`config.mk`:
```
export PLATFORM = sky130hd
export DESIGN_NAME = stream_uart_tx
export DESIGN_NICKNAME = d
export VERILOG_FILES = /design/src/rtl/stream_uart_pkg.sv /design/src/rtl/stream_fifo.sv /design/src/rtl/stream_uart_tx.sv
export SDC_FILE = /design/constraint.sdc
export NUM_CORES = 1
export LEC_CHECK = 0
export BUFFER_PORTS_ARGS = -buffer_cell sky130_fd_sc_hd__buf_2
export CORE_MARGIN = 5
export CORE_UTILIZATION = 62
export CTS_CLUSTER_DIAMETER = 200
export DETAILED_ROUTE_END_ITERATION = 6
export PLACE_DENSITY = 0.8
export SETUP_SLACK_MARGIN = 0.3
export SYNTH_ARGS = -nofsm -noshare
export SYNTH_HDL_FRONTEND = slang
export SYNTH_SLANG_ARGS = --single-unit
```
`constraint.sdc`:
```
create_clock -name i_clk -period 5 [get_ports i_clk]
set_clock_uncertainty 0.1 [all_clocks]
set_input_delay 0.25 -clock i_clk [delete_from_list [all_inputs] [get_ports i_clk]]
set_output_delay 0.25 -clock i_clk [all_outputs]
set_load 0.02 [all_outputs]
```
`src/rtl/stream_uart_pkg.sv`:
```
// Shared types and helpers for the stream-to-UART transmitter.
package stream_uart_pkg;

    localparam int DATA_BITS = 8;

    typedef enum logic [2:0] {
        S_IDLE,
        S_START,
        S_DATA,
        S_PARITY,
        S_STOP,
        S_GAP
    } state_t;

    // Bit period in core clocks, rounded to the nearest integer.
    function automatic int clk_div_f(input int clk_hz, input int baud);
        return (clk_hz + baud / 2) / baud;
    endfunction

endpackage

```
`src/rtl/stream_fifo.sv`:
```
// Synchronous FIFO with extra pointer MSB for full/empty, async active-high reset.
// Read data is presented combinationally from the head entry.
module stream_fifo #(
    parameter int WIDTH = 9,
    parameter int AW    = 4
) (
    input  logic             i_clk,
    input  logic             i_rst,
    input  logic             i_wr,
    input  logic [WIDTH-1:0] i_wdata,
    input  logic             i_rd,
    output logic [WIDTH-1:0] o_rdata,
    output logic             o_full,
    output logic             o_empty,
    output logic [AW:0]      o_count
);

    localparam int DEPTH = 2 ** AW;

    logic [WIDTH-1:0] r_mem [DEPTH];
    logic [AW:0]      r_wr_ptr;
    logic [AW:0]      r_rd_ptr;
    logic             w_wr_en;
    logic             w_rd_en;

    assign w_wr_en = i_wr && !o_full;
    assign w_rd_en = i_rd && !o_empty;

    assign o_empty = (r_wr_ptr == r_rd_ptr);
    assign o_full  = (r_wr_ptr[AW] != r_rd_ptr[AW]) &&
                     (r_wr_ptr[AW-1:0] == r_rd_ptr[AW-1:0]);
    assign o_count = r_wr_ptr - r_rd_ptr;
    assign o_rdata = r_mem[r_rd_ptr[AW-1:0]];

    // Storage array: no reset needed, validity tracked by the pointers.
    always_ff @(posedge i_clk) begin
        if (w_wr_en) r_mem[r_wr_ptr[AW-1:0]] <= i_wdata;
    end

    // Pointer update; simultaneous read and write are both honoured.
    always_ff @(posedge i_clk or posedge i_rst) begin
        if (i_rst) begin
            r_wr_ptr <= '0;
            r_rd_ptr <= '0;
        end else begin
            if (w_wr_en) r_wr_ptr <= r_wr_ptr + (AW+1)'(1);
            if (w_rd_en) r_rd_ptr <= r_rd_ptr + (AW+1)'(1);
        end
    end

endmodule

```
`src/rtl/stream_uart_tx.sv`:
```
// Buffered AXI-Stream byte sink driving a UART TX line (8N1, LSB first).
// After a tlast byte the line is held idle for GAP_BITS extra bit periods.
// Optional macro UART_PARITY_EN adds an even parity bit (8E1).
module stream_uart_tx
    import stream_uart_pkg::*;
#(
    parameter int CLK_FREQ_HZ = 16_000_000,
    parameter int BAUD        = 57_600,
    parameter int FIFO_AW     = 4,
    parameter int GAP_BITS    = 2
) (
    input  logic       i_clk,
    input  logic       i_rst,
    input  logic [7:0] i_tdata,
    input  logic       i_tlast,
    input  logic       i_tvalid,
    output logic       o_tready,
    output logic       o_uart_tx,
    output logic       o_busy,
    output logic       o_frame_done
);

    localparam int CLK_DIV = clk_div_f(CLK_FREQ_HZ, BAUD);
    localparam int BAUD_W  = (CLK_DIV > 2) ? $clog2(CLK_DIV) : 1;
    localparam int CNT_MAX = (GAP_BITS > DATA_BITS) ? GAP_BITS : DATA_BITS;
    localparam int CNT_W   = $clog2(CNT_MAX);

    localparam logic [BAUD_W-1:0] BAUD_LAST = BAUD_W'(CLK_DIV - 1);
    localparam logic [CNT_W-1:0]  DATA_LAST = CNT_W'(DATA_BITS - 1);
    localparam logic [CNT_W-1:0]  GAP_LAST  = CNT_W'((GAP_BITS > 0) ? GAP_BITS - 1 : 0);
    localparam logic              HAS_GAP   = (GAP_BITS > 0);

    if (CLK_DIV < 2) begin : g_bad_div
        $error("stream_uart_tx: CLK_DIV must be at least 2");
    end

    state_t             r_state;
    logic [BAUD_W-1:0]  r_baud;
    logic [CNT_W-1:0]   r_bit_idx;
    logic [7:0]         r_shift;
    logic               r_last;
    logic               r_tx;
    logic               r_busy;
    logic               r_frame_done;
`ifdef UART_PARITY_EN
    logic               r_par;
`endif

    logic               w_wr;
    logic               w_rd;
    logic               w_full;
    logic               w_empty;
    logic [8:0]         w_rdata;
    logic [FIFO_AW:0]   w_count;
    logic [FIFO_AW:0]   w_cnt_next;
    logic               w_bit_end;
    logic               w_leave;
    logic               w_idle_next;

    assign o_tready     = !w_full && !i_rst;
    assign w_wr         = i_tvalid && o_tready;
    assign o_uart_tx    = r_tx;
    assign o_busy       = r_busy;
    assign o_frame_done = r_frame_done;

    stream_fifo #(
        .WIDTH (9),
        .AW    (FIFO_AW)
    ) u_fifo (
        .i_clk   (i_clk),
        .i_rst   (i_rst),
        .i_wr    (w_wr),
        .i_wdata ({i_tlast, i_tdata}),
        .i_rd    (w_rd),
        .o_rdata (w_rdata),
        .o_full  (w_full),
        .o_empty (w_empty),
        .o_count (w_count)
    );

    // End of the current bit period.
    assign w_bit_end = (r_baud == BAUD_LAST);

    // Frame fully finished this cycle: stop bit (no gap due) or last gap bit ends.
    assign w_leave = w_bit_end &&
                     ((r_state == S_STOP && !(r_last && HAS_GAP)) ||
                      (r_state == S_GAP  && r_bit_idx == GAP_LAST));

    // Pop whenever the FSM is ready for a new character and one is queued.
    assign w_rd        = !w_empty && (r_state == S_IDLE || w_leave);
    assign w_idle_next =  w_empty && (r_state == S_IDLE || w_leave);
    assign w_cnt_next  = w_count + (FIFO_AW+1)'(w_wr) - (FIFO_AW+1)'(w_rd);

    // Busy reflects next-cycle occupancy so it lines up with the FSM/FIFO state.
    always_ff @(posedge i_clk or posedge i_rst) begin
        if (i_rst) r_busy <= 1'b0;
        else       r_busy <= !w_idle_next || (w_cnt_next != '0);
    end

    // Transmit FSM: bit timing, serialisation, gap and frame-done pulse.
    always_ff @(posedge i_clk or posedge i_rst) begin
        if (i_rst) begin
            r_state      <= S_IDLE;
            r_baud       <= '0;
            r_bit_idx    <= '0;
            r_shift      <= '0;
            r_last       <= 1'b0;
            r_tx         <= 1'b1;
            r_frame_done <= 1'b0;
`ifdef UART_PARITY_EN
            r_par        <= 1'b0;
`endif
        end else begin
            r_frame_done <= 1'b0;
            // Counter wraps at each bit end; every non-IDLE transition happens there.
            r_baud <= w_bit_end ? '0 : r_baud + BAUD_W'(1);
            case (r_state)
                S_IDLE: begin
                    r_baud <= '0;
                    r_tx   <= 1'b1;
                    if (w_rd) begin
                        r_shift <= w_rdata[7:0];
                        r_last  <= w_rdata[8];
`ifdef UART_PARITY_EN
                        r_par   <= ^w_rdata[7:0];
`endif
                        r_state <= S_START;
                        r_tx    <= 1'b0;
                    end
                end
                S_START: begin
                    if (w_bit_end) begin
                        r_state   <= S_DATA;
                        r_bit_idx <= '0;
                        r_tx      <= r_shift[0];
                    end
                end
                S_DATA: begin
                    if (w_bit_end) begin
                        if (r_bit_idx == DATA_LAST) begin
`ifdef UART_PARITY_EN
                            r_state <= S_PARITY;
                            r_tx    <= r_par;
`else
                            r_state <= S_STOP;
                            r_tx    <= 1'b1;
`endif
                        end else begin
                            r_bit_idx <= r_bit_idx + CNT_W'(1);
                            r_shift   <= r_shift >> 1;
                            r_tx      <= r_shift[1];
                        end
                    end
                end
`ifdef UART_PARITY_EN
                S_PARITY: begin
                    if (w_bit_end) begin
                        r_state <= S_STOP;
                        r_tx    <= 1'b1;
                    end
                end
`endif
                S_STOP, S_GAP: begin
                    if (w_bit_end && r_state == S_STOP && r_last && HAS_GAP) begin
                        r_state   <= S_GAP;
                        r_bit_idx <= '0;
                        r_tx      <= 1'b1;
                    end else if (w_leave) begin
                        r_frame_done <= r_last;
                        if (w_rd) begin
                            // Chain straight into the next start bit, no idle cycle.
                            r_shift <= w_rdata[7:0];
                            r_last  <= w_rdata[8];
`ifdef UART_PARITY_EN
                            r_par   <= ^w_rdata[7:0];
`endif
                            r_state <= S_START;
                            r_tx    <= 1'b0;
                        end else begin
                            r_state <= S_IDLE;
                            r_tx    <= 1'b1;
                        end
                    end else if (w_bit_end && r_state == S_GAP) begin
                        r_bit_idx <= r_bit_idx + CNT_W'(1);
                    end
                end
                default: begin
                    r_state <= S_IDLE;
                    r_tx    <= 1'b1;
                end
            endcase
        end
    end

endmodule

```
==> summary.txt, run 1 <==
Clock tree
  • Clock buffer depth: 2
  • CTS tree: done
  • Clock Latency Late Sink: 0.43 ns
  • H-tree depth: 4
  • Post-CTS Resized: 0
  • Post-CTS Setup Bufs: 0
  • CTS Sinks: 181
  • Reg clk slew, reported paths: 0.07 ns
  • Cts hold-fix bufs: 1
  • Cts bufs inserted: 17
  • Clk root buf: clkbuf_16

Synthesis
  • Seq/Total Area, Yosys: roughly two thirds
  • Avg Cell Area, Syn: 16.3 um2
  • Area share of the largest cell type after synthesis: 55.5%
  • Mapped Cells: 477
  • Post-Syn Area: between 7000 and 8000 um2
  • Yosys cell types: 56
  • Yosys warns: 0
  • Area contributors post-synth: edfxtp_1, dfrtp_1, mux4_2, ha_1, mux4_1
  • Post-synth EDFFs: 144
  • Post-synthesis register bit count: between 150 and 200
  • Ys async rst share: between 20% and 30%
  • Post-Syn Nets: between 500 and 600
  • Cell taking the most area after synthesis: edfxtp_1
  • Dominant synthesized flop cell: edfxtp_1

Placed design
  • Post-DP HPWL: approximately 9700 um
  • Routability cong.: roughly 0.86
  • Port bufs: 15

Power
  • Power per cell area: between 500 and 600 nW/um2
  • Sequential Power Share: around two fifths
  • Clock Power Share: between 20% and 30%
  • P_leak: just over 3 nW
  • Peak VDD IR: 0.332 mV
  • NetSw: roughly 1.6 mW
  • Final Power: ~5 mW
  • Switching Share: 33.5%
  • Combinational share of power: roughly a third
  • Int Power: 3.24 mW

Floorplan
  • DIE AREA: 14900 um2
  • Row cnt: 41
  • I/O Pins: 16
  • Die H: roughly 120 um
  • Die width: between 100 and 150 um
  • Core area: around 12000 um2
  • Starting Density: 62.5%

Cells and area
  • Nets: between 500 and 600
  • Most frequent cells in the layout: edfxtp_1, nor2_1, dfrtp_1
  • Sequential cell area: between 5000 and 6000 um2
  • Layout cells sized above 1: 19.5%
  • Antenna Cells: 0
  • Commonest non-fill, non-tap cell in the layout: edfxtp_1
  • Multi-input combinational cell area: 2360 um2
  • Filler cell count: 799
  • Layout area overhead: 10.9%

Timing
  • Setup TNS: 0 ns
  • Worst Hold Slack: ~0.097 ns
  • Final setup fails: 0
  • Fmax: 0.258 GHz
  • Slew HR: between 20% and 30%
  • Final Hold Fails: 0
  • Crit share post-route: between 70 and 80%
  • Fin crit period: 3.88 ns
  • Slew Viols, Final: 0
  • Worst-Margin Slew: between 1 and 1.5 ns
  • RSZ-0062 raised after global routing: no

Setup path
  • Worst Path Arrival: 4.08 ns
  • Critical Path Most Common Cell: fa_1
  • Crit-path cells: ha_1 > nand2_1 > nand4bb_1 > a21boi_1 > inv_1 > fa_1 > fa_1 > ha_1 > fa_1 > nor4_1 > nand4b_1
  • CP Launch Type: flip-flop
  • Max stage delay on crit path: around 0.69 ns
  • CP bufs+invs: 1
  • Critical path's slowest cell: dfrtp_1
  • Worst Setup End Kind: flip-flop
  • Required time of the critical path: approximately 5.2 ns
  • Top Family by Delay on Critical Path: adder cells
  • Setup Crit Path Kind: flip-flop to flip-flop
  • Worst-path fanout max: 17

Global route
  • Initial antenna violation count: 0
  • First-pass GRT wire length: roughly 24000 um
  • Largest net degree at the start of global routing: 47
  • GRT Util Overall: 22.1%
  • Total congestion overflow: 0
  • Vias in the first global route: between 4000 and 5000

Detailed routing
  • Final ANT Viol Nets: 0
  • # DRC: 0
  • Routed vias/inst: about 6.2
  • Router iterations before antenna repair: 4
  • DR WL/cell: 22.1 um
  • Routed Wire Length: approximately 15000 um
  • Via count: approximately 4200
  • DR iter-0 viols: ~350

Hold path
  • Min-delay worst type: input pin to flip-flop

Run status
  • Status: finished clean

Flow run
  • MaxCap Viol Count: 0
## synthesized netlist by cell type, drive strengths merged, types with 5 or more instances
master and number:
clkbuf 7, inv 17, mux4 31, o22ai 7, nor2 35, xor2 10
mux2i 15, a31oi 6, edfxtp 144, a21oi 7, nand2 26, dfrtp 36
nand4 6, ha 17, o21ai 6, xnor2 11, nand3 13, a211oi 6
mux2 13, nor3 5, buf 14
## cells by family (layout without fill, tap and decap cells)
kind of cell	after synthesis	count (layout)	share of synthesized area, %
AO/OA/AOI/OAI	46	46	4.01
multiplexers	59	59	13.2
buffers and inverters	38	75	2.36
XOR/XNOR	21	21	2.36
AND/OR/NAND/NOR	112	112	7.19
adder cells (fa/ha/maj)	20	20	3.50
flip-flops	181	181	67.4
## sequential cells by signal (all words and copies together), names as in the netlist
register         cells
u_fifo.r_rd_ptr      5
o_busy               1
u_fifo.r_mem       144
r_state              3
o_frame_done         1
r_baud               9
o_uart_tx            1
r_last               1
r_shift              8
r_bit_idx            3
u_fifo.r_wr_ptr      5
## worst reg2reg max path, delay by kind of cell, from the launching register on
| family | cells | cell delay, ns |
|---|---|---|
| fa+ha+maj | 5 | 1.93 |
| simple gates | 4 | 0.71 |
| flops | 1 | 0.69 |
| compound gates | 1 | 0.24 |
| buf+inv | 1 | 0.08 |
## layout make-up
cell class | count | share of cell area [%]
flip-flops and latches | 181 | 60.8
repair buffers | 26 | 1.85
multi-input cells | 258 | 27.3
inverters | 17 | 0.738
clock buffers | 17 | 4.92
clock inverters | 15 | 1.93
well taps | 172 | 2.49
## through the flow
stage / instances / utilization, % / setup slack, ns / area (um2)
after floorplan: 477 / - / 1.14 / 7790
after detailed placement: 653 / 64.5 / 1.16 / 8040
after global placement: 653 / 64.5 / 1.32 / 8040
after CTS: 686 / 69.3 / 1.12 / 8640
after global routing: 686 / 69.3 / 0.899 / 8640
final: 686 / 69.3 / 1.12 / 8640
## power by group through the flow
| stage | logic, mW | registers (mW) | clock network (mW) |
|---|---|---|---|
| floorplan | 1.30 | 1.92 | 0 |
| global placement | 1.51 | 1.99 | 0 |
| detailed placement | 1.57 | 2.01 | 0 |
| CTS | 1.58 | 1.97 | 1.32 |
| global route | 1.73 | 2.00 | 1.40 |
| finish | 1.57 | 1.98 | 1.31 |
## worst paths after layout
check | cells past startpoint | slack (ns) | to | startpoint
worst max-delay path | 11 | 1.12 | o_busy | u_fifo.r_rd_ptr[3]
worst min-delay path | 1 | 0.1 | u_fifo.r_mem[5][7] | i_tdata[7]
worst max register to register | 11 | 1.12 | o_busy | u_fifo.r_rd_ptr[3]
worst min register to register | 2 | 0.38 | o_uart_tx | o_uart_tx
max in group asynchronous | 4 | 3.88 | o_uart_tx | i_rst
min in group asynchronous | 3 | 0.20 | u_fifo.r_wr_ptr[0] | i_rst
## per-layer routing
layer  up-vias  share of wire (%)  wire, um  global-route usage, %
met4         0                1.9       296                   6.79
li1       1897                  -         -                      -
met5         -                  0         0                      0
met2       140                 51      7740                   35.6
met1      2158                 42      6330                   30.1
met3        24                5.4       818                   5.80
(Power assumes the default switching activity.)
==> run 2: changes to the inputs <==
Settings changed: ABC_AREA from default to 1, CORE_UTILIZATION 62 to 63, PLACE_DENSITY 0.8 to 0.81.
Clock period 5 ns to 3.6 ns, I/O delays scaled along.
==> summary.txt, run 2 <==
Clock tree
  • Cts bufs inserted: 17
  • CTS tree: done
  • Clock buffer depth: 2
  • Clock Latency Late Sink: between 0.4 and 0.5 ns
  • Clk root buf: clkbuf_16
  • CTS Sinks: roughly 180
  • Reg clk slew, reported paths: 0.07 ns
  • H-tree depth: 4

Placed design
  • Post-DP HPWL: roughly 12000 um
  • Port bufs: 15
  • DP Area: slightly below 9000 um2
  • # placed instances: between 1000 and 1500
  • Routability cong.: 0.855

Setup path
  • Worst R2R Start: r_baud[6]
  • Setup Crit Path Kind: flip-flop to flip-flop
  • Worst Setup End Kind: flip-flop
  • Required time of the critical path: 3.80 ns
  • CP Launch Type: flip-flop
  • CP Launch Point: r_baud[6]
  • Worst-path fanout max: 5
  • Worst Path Arrival: about 3.6 ns

Detailed routing
  • Final ANT Viol Nets: 0
  • Routed Wire Length: 18800 um
  • # DRC: 0
  • DR WL/cell: between 15 and 20 um
  • Router iterations before antenna repair: 5
  • Via count: 5962
  • DR iter-0 viols: 580
  • Routed vias/inst: 5.58

Cells and area
  • Most frequent cells in the layout: nand2_1, edfxtp_1, nand3_1
  • Nets: between 900 and 1000
  • Final non-filler cell area: approximately 9400 um2
  • Multi-input combinational cell area: about 2700 um2
  • Max reg flops: between 100 and 150
  • Layout cells sized above 1: 14.7%
  • Layout area overhead: 12.6%
  • Commonest non-fill, non-tap cell in the layout: nand2_1
  • Layout Cells excl Fill: around 1100
  • Sequential cell area: about 5300 um2
  • Filler cell count: approximately 900
  • Antenna Cells: 0
  • Util after Layout: between 70% and 80%

Timing
  • Slew HR: around 47%
  • Fin crit period: between 3 and 4 ns
  • RSZ-0062 raised after global routing: yes
  • Fmax: ~0.3 GHz
  • Final setup fails: 0
  • Crit share post-route: 94.4%
  • Worst Hold Slack: roughly 0.043 ns
  • Worst-Margin Slew: a little under 0.8 ns
  • Final Hold Fails: 0
  • Slew Viols, Final: 0
  • Setup TNS: 0 ns

Synthesis
  • Post-synth EDFFs: around 140
  • Top cells by count, synth: nand2_1, edfxtp_1, nand3_1
  • Area contributors post-synth: edfxtp_1, nand2_1, dfrtp_1, nand3_1, inv_1
  • Dominant synthesized flop cell: edfxtp_1
  • Ys async rst share: between 20% and 30%
  • Cell taking the most area after synthesis: edfxtp_1
  • Avg Cell Area, Syn: between 9 and 10 um2
  • Post-Syn Area: roughly 8400 um2
  • Seq/Total Area, Yosys: a little over three fifths
  • Area share of the largest cell type after synthesis: between 50% and 60%
  • Yosys warns: 0
  • Post-synthesis register bit count: roughly 180
  • Mapped Cells: 840
  • Post-Syn Nets: between 800 and 900
  • Count leader, synth: nand2_1
  • Yosys cell types: 38

Power
  • P_leak: 3.99 nW
  • Int Power: 3.57 mW
  • NetSw: approximately 1.3 mW
  • Peak VDD IR: roughly 0.35 mV
  • Combinational share of power: approximately 14%
  • Clock Power Share: about 37%
  • Switching Share: 26.6%
  • Sequential Power Share: 49.6%
  • Power per cell area: 518 nW/um2

Global route
  • First-pass GRT wire length: 29800 um
  • Vias in the first global route: 5944
  • GRT Util Overall: between 20% and 30%
  • Total congestion overflow: 0
  • Initial antenna violation count: 0
  • Largest net degree at the start of global routing: between 70 and 80

Run status
  • Status: finished clean

Floorplan
  • Row cnt: 42
  • Core area: 13100 um2
  • Die H: 125 um
  • Starting Density: 63.6%
  • Die width: approximately 130 um
  • DIE AREA: 15700 um2
  • I/O Pins: 16

Hold path
  • Hold Startpoint: i_tdata[3]
  • Min-delay worst type: input pin to flip-flop

Flow run
  • MaxCap Viol Count: 0
-- run 2: cell count changes in the layout (fill, tap and decap cells not counted), moves of 14 or more --
| cell | before | now |
|---|---|---|
| buf_4 | 10 | 35 |
| mux2i_1 | 15 | 0 |
| nand3_1 | 13 | 79 |
| mux4_2 | 23 | 0 |
| inv_1 | 17 | 74 |
| nand2_1 | 26 | 282 |
| nor2_1 | 35 | 49 |
-- run 2: metal layers --
metal | wire length [um] | share of wire (%) | GRT usage, % | up-vias
met5 | 0 | 0 | 0 | -
met1 | 7360 | 39 | 31.1 | 2790
met2 | 9340 | 50 | 41.0 | 283
li1 | - | - | - | 2844
met3 | 1480 | 7.9 | 4.95 | 45
met4 | 624 | 3.3 | 11.1 | 0
-- run 2: kinds of logic (layout without fill, tap and decap cells) --
| family | after synthesis | after routing | synth area share (%) |
|---|---|---|---|
| flops | 181 | 181 | 62.9 |
| simple gates | 457 | 457 | 23.3 |
| xor+xnor | 10 | 10 | 1.05 |
| fa+ha+maj | 20 | 20 | 3.27 |
| buf+inv | 121 | 174 | 6.05 |
| compound gates | 51 | 51 | 3.42 |
-- run 2: final timing paths --
| kind | depth (start not counted) | slack [ns] | end |
|---|---|---|---|
| worst max-delay path | 13 | 0.20 | o_busy |
| worst min-delay path | 1 | 0.04 | u_fifo.r_mem[9][3] |
| worst max register to register | 13 | 0.20 | o_busy |
| worst min register to register | 2 | 0.39 | r_shift[3] |
| max in group asynchronous | 4 | 2.71 | u_fifo.r_rd_ptr[0] |
| min in group asynchronous | 4 | 0.33 | o_frame_done |
-- run 2: per-stage QoR --
step | worst slack [ns] | total power, mW
finish | 0.200 | 4.87
global route | 0.0760 | 5.06
CTS | 0.128 | 4.82
detailed placement | 0.0640 | 3.02
global placement | 0.212 | 2.98
floorplan | 0.266 | 2.84
-- run 2: layout make-up --
class,instances,area share [%]
tap,176,2.34
clock buffer,17,4.52
timing repair buffer,51,3.70
multi-input combinational,538,28.3
sequential,181,55.9
clock inverter,15,1.57
inverter,91,3.68
-- run 2: timing repair --
item,in CTS,in global routing
endpoints found under the setup margin,1,1
resized for setup,1,12
hold buffers,1,0
hold endpoints to repair,36,0
setup buffers,7,4
pin swaps,5,6
-- run 2: worst max-delay path, stage by stage, from the launching register on --
cell and delay [ns]:
dfrtp_2 0.44, inv_2 0.06, nand4_1 0.15, nor2_4 0.16, nand2_2 0.09, nand2_4 0.08
nand2_4 0.06, fa_2 0.36, fa_1 0.50, ha_2 0.20, fa_1 0.42, or3_4 0.40
nor4_4 0.13, nand3_1 0.11
-- run 2: power by group through the flow --
stage                     logic, mW  clock network [mW]  registers [mW]
after floorplan               0.382                   0            2.45
after detailed placement      0.557                   0            2.46
after global routing          0.732                1.90            2.42
final                         0.666                1.79            2.41
after global placement        0.522                   0            2.46
after CTS                     0.598                1.81            2.41
